<file path="config.mk">
export PLATFORM = sky130hd
export DESIGN_NAME = ps2_key_tracker
export DESIGN_NICKNAME = d
export VERILOG_FILES = /design/src/rtl/ps2_key_tracker.sv
export SDC_FILE = /design/constraint.sdc
export NUM_CORES = 1
export LEC_CHECK = 0
export CORE_MARGIN = 1.5
export CORE_UTILIZATION = 55
export CTS_BUF_LIST = sky130_fd_sc_hd__clkbuf_2
export DETAILED_ROUTE_END_ITERATION = 8
export GPL_TIMING_DRIVEN = 0
export PLACE_DENSITY = 0.79
export REMOVE_ABC_BUFFERS = 1
export SLEW_MARGIN = 25
export SYNTH_ARGS = -nofsm -noshare
export SYNTH_HDL_FRONTEND = slang
export SYNTH_SLANG_ARGS = --single-unit
</file>
<file path="constraint.sdc">
create_clock -name clk -period 3.9 [get_ports clk]
set_input_delay 0.585 -clock clk [delete_from_list [all_inputs] [get_ports clk]]
set_output_delay 0.585 -clock clk [all_outputs]
set_load 0.05 [all_outputs]
</file>
<file path="src/rtl/ps2_key_tracker.sv">
`default_nettype none
// +--------------------------------------------------------------------------+
// | ps2_key_tracker : set-2 scan-code decoder with held-key tracking         |
// | Revision 1.0                                                             |
// +--------------------------------------------------------------------------+
module ps2_key_tracker #(
    parameter int HOLD_SLOTS = 4,
    parameter int CNT_W      = 8,
    parameter int HC_W       = $clog2(HOLD_SLOTS + 1)
) (
    input  logic             clk,
    input  logic             clrn,
    input  logic             rx_ready,
    input  logic [7:0]       rx_data,
    input  logic             rx_overflow,
    output logic             rx_nextdata_n,
    output logic             ev_valid,
    output logic [7:0]       ev_code,
    output logic             ev_ext,
    output logic             ev_break,
    output logic             ev_repeat,
    output logic [7:0]       disp_code,
    output logic             disp_ext,
    output logic [HC_W-1:0]  held_count,
    output logic             any_held,
    output logic [CNT_W-1:0] press_count,
    output logic             err_overflow,
    output logic             err_proto
);

    localparam int SLOT_W = (HOLD_SLOTS > 1) ? $clog2(HOLD_SLOTS) : 1;

    localparam logic [1:0] S_IDLE    = 2'd0;
    localparam logic [1:0] S_EXT     = 2'd1;
    localparam logic [1:0] S_BRK     = 2'd2;
    localparam logic [1:0] S_EXT_BRK = 2'd3;

    logic [1:0]            state_q, state_d;
    logic                  nextdata_n_q;
    logic                  ovf_reg_q, ovf_prev_q;
    logic                  err_ovf_q, err_proto_q;
    logic                  ev_valid_q, ev_ext_q, ev_break_q, ev_repeat_q;
    logic [7:0]            ev_code_q;
    logic [7:0]            disp_code_q;
    logic                  disp_ext_q;
    logic [CNT_W-1:0]      press_cnt_q;
    logic [HOLD_SLOTS-1:0] valid_q, valid_d;
    logic [8:0]            key_q [HOLD_SLOTS];
    logic [8:0]            key_d [HOLD_SLOTS];

    logic w_take, w_ovf_rise, w_byte_ok;
    logic w_is_e0, w_is_f0, w_is_bad;
    logic w_press, w_release, w_proto, w_ext;
    logic w_hit, w_free_found;
    logic [SLOT_W-1:0] w_hit_idx, w_free_idx;
    logic [HC_W-1:0]   w_held_cnt;

    // A take is only allowed while the pop strobe is idle, giving one byte per 2 cycles.
    assign w_take     = rx_ready & nextdata_n_q;
    assign w_ovf_rise = ovf_reg_q & ~ovf_prev_q;
    assign w_byte_ok  = w_take & ~w_ovf_rise;
    assign w_is_e0    = (rx_data == 8'hE0);
    assign w_is_f0    = (rx_data == 8'hF0);
    assign w_is_bad   = (rx_data == 8'h00) || (rx_data == 8'hFF);

    // FSM state register
    always_ff @(posedge clk or negedge clrn) begin
        if (!clrn) state_q <= S_IDLE;
        else       state_q <= state_d;
    end

    // FSM next-state logic
    always_comb begin
        state_d = state_q;
        if (w_ovf_rise) begin
            state_d = S_IDLE;
        end else if (w_take) begin
            case (state_q)
                S_IDLE: begin
                    if (w_is_e0)      state_d = S_EXT;
                    else if (w_is_f0) state_d = S_BRK;
                end
                S_EXT: begin
                    if (w_is_f0)      state_d = S_EXT_BRK;
                    else if (!w_is_e0) state_d = S_IDLE;
                end
                default: state_d = S_IDLE;
            endcase
        end
    end

    // FSM output decode
    always_comb begin
        w_press   = 1'b0;
        w_release = 1'b0;
        w_proto   = 1'b0;
        w_ext     = 1'b0;
        if (w_byte_ok) begin
            case (state_q)
                S_IDLE: begin
                    if (w_is_bad)                 w_proto = 1'b1;
                    else if (!w_is_e0 && !w_is_f0) w_press = 1'b1;
                end
                S_EXT: begin
                    w_ext = 1'b1;
                    if (w_is_bad)                 w_proto = 1'b1;
                    else if (!w_is_e0 && !w_is_f0) w_press = 1'b1;
                end
                default: begin
                    w_ext = (state_q == S_EXT_BRK);
                    if (w_is_bad || w_is_e0 || w_is_f0) w_proto   = 1'b1;
                    else                                w_release = 1'b1;
                end
            endcase
        end
    end

    // Slot lookup: descending scan so the lowest matching/free index wins.
    always_comb begin
        w_hit        = 1'b0;
        w_hit_idx    = '0;
        w_free_found = 1'b0;
        w_free_idx   = '0;
        for (int i = HOLD_SLOTS - 1; i >= 0; i--) begin
            if (valid_q[i] && (key_q[i] == {w_ext, rx_data})) begin
                w_hit     = 1'b1;
                w_hit_idx = SLOT_W'(i);
            end
            if (!valid_q[i]) begin
                w_free_found = 1'b1;
                w_free_idx   = SLOT_W'(i);
            end
        end
    end

    always_comb begin
        valid_d = valid_q;
        key_d   = key_q;
        if (w_ovf_rise) begin
            valid_d = '0;
        end else if (w_press && !w_hit && w_free_found) begin
            valid_d[w_free_idx] = 1'b1;
            key_d[w_free_idx]   = {w_ext, rx_data};
        end else if (w_release && w_hit) begin
            valid_d[w_hit_idx] = 1'b0;
        end
    end

    always_comb begin
        w_held_cnt = '0;
        for (int i = 0; i < HOLD_SLOTS; i++) begin
            w_held_cnt = w_held_cnt + HC_W'(valid_q[i]);
        end
    end

    always_ff @(posedge clk or negedge clrn) begin
        if (!clrn) begin
            nextdata_n_q <= 1'b1;
            ovf_reg_q    <= 1'b0;
            ovf_prev_q   <= 1'b0;
            err_ovf_q    <= 1'b0;
            err_proto_q  <= 1'b0;
            ev_valid_q   <= 1'b0;
            ev_code_q    <= '0;
            ev_ext_q     <= 1'b0;
            ev_break_q   <= 1'b0;
            ev_repeat_q  <= 1'b0;
            disp_code_q  <= '0;
            disp_ext_q   <= 1'b0;
            press_cnt_q  <= '0;
            valid_q      <= '0;
            for (int i = 0; i < HOLD_SLOTS; i++) key_q[i] <= '0;
        end else begin
            nextdata_n_q <= ~w_take;
            ovf_reg_q    <= rx_overflow;
            ovf_prev_q   <= ovf_reg_q;
            err_ovf_q    <= err_ovf_q | w_ovf_rise;
            err_proto_q  <= w_proto;
            ev_valid_q   <= w_press | w_release;
            valid_q      <= valid_d;
            key_q        <= key_d;
            if (w_press || w_release) begin
                ev_code_q   <= rx_data;
                ev_ext_q    <= w_ext;
                ev_break_q  <= w_release;
                ev_repeat_q <= w_press & w_hit;
            end
            if (w_press && !w_hit) press_cnt_q <= press_cnt_q + 1'b1;
            if (w_ovf_rise || (w_release && w_hit && (valid_d == '0))) begin
                disp_code_q <= '0;
                disp_ext_q  <= 1'b0;
            end else if (w_press && !w_hit) begin
                disp_code_q <= rx_data;
                disp_ext_q  <= w_ext;
            end
        end
    end

    assign rx_nextdata_n = nextdata_n_q;
    assign ev_valid      = ev_valid_q;
    assign ev_code       = ev_code_q;
    assign ev_ext        = ev_ext_q;
    assign ev_break      = ev_break_q;
    assign ev_repeat     = ev_repeat_q;
    assign disp_code     = disp_code_q;
    assign disp_ext      = disp_ext_q;
    assign held_count    = w_held_cnt;
    assign any_held      = (w_held_cnt != '0);
    assign press_count   = press_cnt_q;
    assign err_overflow  = err_ovf_q;
    assign err_proto     = err_proto_q;

endmodule
`default_nettype wire

</file>
# == Yosys cells after proc, flatten, opt, wreduce, memory -nomap -nowiden ==
# Index checks and enable logic that the tools add are counted.
# word_totals
inputBits,12
wordCells,132
register_bits,76
# classes
reduce_logical,29
n_addsub,4
n_eq_ne,11
magnitude_cmp,6
bitwise_logic,13
mux,50
# ops
op,count
bitwise mux 36 bit,1
equality test 9 bit,4
2-to-1 mux 2 bit,14
"equality test 8 bit, second input constant",3
2-to-1 mux 1 bit,24
demux 9 bit (select 2 bit),1
2-to-1 mux 8 bit,2
logical AND 1 bit,12
2-to-1 mux 4 bit,3
2-to-1 mux 9 bit,1
"adder 8 x 1 -> 8 bit, second input constant",1
zero test 8 bit,1
"inequality test 4 bit, second input constant",2
"less-than comparator 2 x 3 -> 1 bit, second input constant",2
logical OR 1 bit,5
AND 1 bit,4
AND 4 bit,1
demux 1 bit (select 2 bit),2
">= comparator 2 x 1 -> 1 bit, second input constant",2
zero test 4 bit,1
NOT 4 bit,1
OR 4 bit,1
case mux 2 bit (2 select lines),1
nonzero test 2 bit,2
other kinds (17),22

# == Depth between registers and ports, before layout ==
# Gate-level depths: netlist of run 1.
# logic_depth
depth_word,24
depth_mapped,10
mapped_depth_nobuf,8

# == Least setup slack after synthesis of run 1 ==
# OpenSTA, ideal clock, no wires.
# synth_path
path_type,reg2out
start,register valid_q[0]
end,output any_held
required_time_ps,3315
n_path_buf,0
t_arrival_ps,2375
path_slack_ps,940
path_stages_with_launch,7
path_cell_list,dfrtp_1 -> inv_1 -> fa_1 -> inv_1 -> ha_1 -> ha_1 -> or3_1
# synth_via
elab_chain_cells,4
# synth_rtl
item,line,source
"start, declared",47,"logic [HOLD_SLOTS-1:0] valid_q, valid_d;"
"start signal, assigned",180,valid_q <= valid_d;
adder 1 x 1 -> 2 bit,152,w_held_cnt = w_held_cnt + HC_W'(valid_q[i]);
adder 2 x 1 -> 3 bit,152,
adder 3 x 1 -> 3 bit,152,
named net held_count[1],24,"output logic [HC_W-1:0] held_count,"
nonzero test 3 bit,208,assign any_held = (w_held_cnt != '0);
"end, declared",25,"output logic any_held,"
# The timed path passes the listed nets, and every way through them passes these cells.

# == Worst setup path in the final report of run 1 ==
# layout_path
start,input rx_data[4]
end,register key_q[11] (netlist name)
# layout_via
elab_chain_cells,10
elab_cells_between_ends,28
cone_classes,eq/ne (7); mux (8); reduce/logical (13)
# layout_rtl
item,line,source
"start, declared",14,"input logic [7:0] rx_data,"
equality test 9 bit (tied with other cells),125,"if (valid_q[i] && (key_q[i] == {w_ext, rx_data})) begin"
logical AND 1 bit or zero test 1 bit (tied branches),"125, 102, 107",
2-to-1 mux 1 bit or logical AND 1 bit (tied branches),"125, 102, 107",
"2-to-1 mux 1 bit, on equally long branches","125, 102, 107",
"2-to-1 mux 1 bit, on equally long branches","125, 101",
"2-to-1 mux 1 bit, on equally long branches",n/a,
zero test 1 bit or 2-to-1 mux 1 bit (tied branches),"141, 98",
logical AND 1 bit * (2 in a row),141,end else if (w_press && !w_hit && w_free_found) begin
AND reduction 2 bit (no source line) *,n/a,
"end signal, assigned",181,key_q <= key_d;
"end, declared",48,logic [8:0] key_q [HOLD_SLOTS];
# Mark *: on every way between the ends. The rest lies on a longest branch, timed or not.
# A chain may end at the register's enable or synchronous reset.

==> results of run 1 <==
[placed cells by master, fill, tap and decap left out, types with 9 or more instances in the layout]
cell / netlist / routed
a21oi_1: 12 / 12
xnor2_1: 36 / 36
mux2_1: 9 / 9
nand3_1: 17 / 17
nor2_1: 9 / 9
clkbuf_2: 0 / 9
o21ai_0: 12 / 12
nand2_1: 41 / 41
clkdlybuf4s50_1: 0 / 45
mux2_2: 17 / 17
dfrtp_1: 75 / 75
[per-layer routing]
metal	up-vias	GRT usage (%)	share of wire, %
li1	1265	-	-
met1	1323	30.4	45
met2	76	36.8	49
met3	13	5.52	4.6
met4	0	9.09	1.6
met5	-	0	0
[where the power goes]
group | total (mW) | switching [mW] | leakage (nW) | internal [mW]
Combinational | 0.925 | 0.512 | 0.895 | 0.413
Sequential | 1.14 | 0.157 | 0.959 | 0.986
Clock | 0.346 | 0.273 | 0.0486 | 0.0734
[Yosys cell counts, drive strengths merged, types with 5 or more instances]
cell,number
dfrtp,75
nand2,42
xnor2,36
mux2,34
nand3,18
o21ai,14
a21oi,12
buf,10
nor2,10
a21boi,9
inv,9
clkbuf,7
nand2b,7
nand4,7
and3,5
[cells by family after synthesis]
| kind of cell | after synthesis | share of synthesized area, % |
|---|---|---|
| mux | 35 | 11.0 |
| simple gates | 104 | 15.1 |
| buf+inv | 27 | 3.36 |
| compound gates | 54 | 10.2 |
| fa+ha+maj | 5 | 1.83 |
| xor+xnor | 39 | 8.90 |
| flops | 76 | 49.6 |
[worst paths after layout]
check / endpoint / slack (ns) / depth (start not counted) / start
max in group asynchronous: rx_nextdata_n$_DFF_PN1_ / 2.79 / 3 / clrn
setup / recovery: key_q[11]$_DFFE_PN0P_ / 0.23 / 8 / rx_data[4]
hold reg to reg: ovf_prev_q$_DFF_PN0_ / 0.42 / 0 / ovf_reg_q$_DFF_PN0_
setup reg to reg: key_q[11]$_DFFE_PN0P_ / 0.43 / 8 / rx_nextdata_n$_DFF_PN1_
hold / removal: ovf_prev_q$_DFF_PN0_ / 0.42 / 0 / ovf_reg_q$_DFF_PN0_
min in group asynchronous: ev_code[4]$_DFFE_PN0P_ / 0.49 / 2 / clrn
[metrics by stage]
stage | std cells | util [%] | power, mW | cell area [um2]
2_1_floorplan | 323 | - | 1.81 | 3750
3_3_place_gp | 450 | 63.9 | 2.06 | 4320
3_5_place_dp | 451 | 64.3 | 2.10 | 4340
4_1_cts | 467 | 65.6 | 2.43 | 4430
5_1_grt | 467 | 65.6 | 2.55 | 4430
6_report | 467 | 65.6 | 2.41 | 4430
[registers in the layout (all words and copies together), names as in the netlist]
register and cells:
ovf_prev_q 1, ovf_reg_q 1, key_q 36, err_overflow 1
ev_break 1, valid_q 4, disp_code 8, rx_nextdata_n 1
ev_valid 1, ev_ext 1, ev_repeat 1, err_proto 1
press_count 8, ev_code 8, disp_ext 1, state_q 2
[timing repair]
action / 4_1_cts / 5_1_grt
endpoints found under the setup margin: 1 / 28
hold buffers: 1 / 0
pin swaps: 0 / 0
gates resized for setup: 1 / 1
endpoints found under the hold margin: 29 / 0
[worst max-delay path, stage by stage]
cell,delay (ns)
clkdlybuf4s50_1,0.77
and4_1,0.43
a21oi_1,0.18
o21ai_2,0.20
nor2_1,0.63
nand2_2,0.33
nor3_4,0.54
mux2_1,0.38
[cell type report]
cell class,instances,area [um2]
Clock inverter,6,32.5
Inverter,10,37.5
Tap cell,80,100
Fill cell,522,2320
Timing Repair Buffer,49,504
Multi-Input combinational cell,237,1810
Clock buffer,9,45.0
Sequential cell,76,1900
==> out/results.ini, run 1 <==
[synth]
synth.largest_area_cell=dfrtp_1
synthArstFlopShare_pct=100
synth.distinct_cells=57
synth.area.top_cells=dfrtp_1 49%, xnor2_1 8.2%, mux2_2 5.0%, nand2_1 4.0%, mux2_4 3.1%
postSynthCellCount=340
ys_warn_count=0
synth_enable_flop_cells=0
ys.flop_type=dfrtp_1
syn-mean-instance-area_um2=11.3
synth-seq-area-share_pct=49.6
synth_largest_type_area_fraction_pct=48.9
postSynthRegisterBits=76
synth_area_mm2=0.00384

[route]
detailedRoute.firstIterationViolations=147
postRouteAntennaNets=0
via_count=2677
drc=0
wl_um=7930
detail_route.wl_per_cell_um=17.0
firstDrtPassIters=4
detail_route.vias_per_cell=5.73

[global_route]
grt_use_total_pct=23.0
globalRoute.totalOverflow=0
number_of_global_route_vias_before_repair=2634
largest_net_degree_at_the_start_of_global_routing=48
antenna_found_initial=0
global_route_wire_length_before_repair_um=13000

[sta]
finalHoldViolCount=0
timing.max_slew.rel_slack_pct=44.5
share_of_the_clock_period_used_by_the_worst_path_after_layout_pct=94.0
grt_setup_unrepaired=false
final-max-slew-violation-count=0
max_clock_freq_mhz=273
setup_violations=0
layout_setup_ws_ns=0.233
worstMarginPinSlew_ns=0.828
worst_hold_slack_ns=0.421
setup_total_neg_slack_ns=0
finalWorstPathRequiredPeriod_ns=3.67
clock_skew_ns=0.0303

[clocking]
cts-root-buf=clkbuf_2
worstSkewPairLatency_ns=0.52
cts.sinks=76
clk_transition_reported_paths_ns=0.20
cts_tree=built
cts_made_buffers=9
h-tree-depth=3
setup_buffers_after_cts=0
cts-root-to-sink-buffers=2

[floorplan]
floorplan.core_area_mm2=0.00676
row_count=30
floorplan.initialDensity_pct=56.8
number_of_top_level_pins=48
die-area_mm2=0.00749
floorplan.die.height_um=86.5
die_wd_um=86.5

[run]
drv.max_cap_violation_count=0

[power_and_ir_drop]
p_leak_nw=1.90
power_per_cell_area_mw_per_mm2=544
ir_drop_mv=0.329

[finish]
layout-drive-gt1-share_pct=15.5
syn2layout_area_growth_pct=15.6
num-nets-final=400
antenna_cells_inserted=0

[worst_setup_path]
worst-setup-path-type=in -> reg
timing.critical_path.to_type=register
worst-path-max-fanout=15
crit_arrival_ns=4.07
worst-endpoint-required_ns=4.30
startpoint_types=input port

[placement]
dp.final_hpwl_um=5460
input_output_buffers=47
globalplace.congestion=0.883
post-place-ws_ns=-0.448

[hold_path]
timing.hold.worst.class=reg -> reg

[outcome]
status=finished, final reports clean

(Power assumes the default switching activity.)
==> run 2: changes to the inputs <==
--- a/config.mk
+++ b/config.mk
@@ -12,6 +12,7 @@
 export GPL_TIMING_DRIVEN = 0
 export PLACE_DENSITY = 0.79
 export REMOVE_ABC_BUFFERS = 1
+export SKIP_LAST_GASP = 1
 export SLEW_MARGIN = 25
 export SYNTH_ARGS = -nofsm -noshare
 export SYNTH_HDL_FRONTEND = slang
==> results of run 2 <==
Final layout, timing and power as in run 1 (identical DEF).
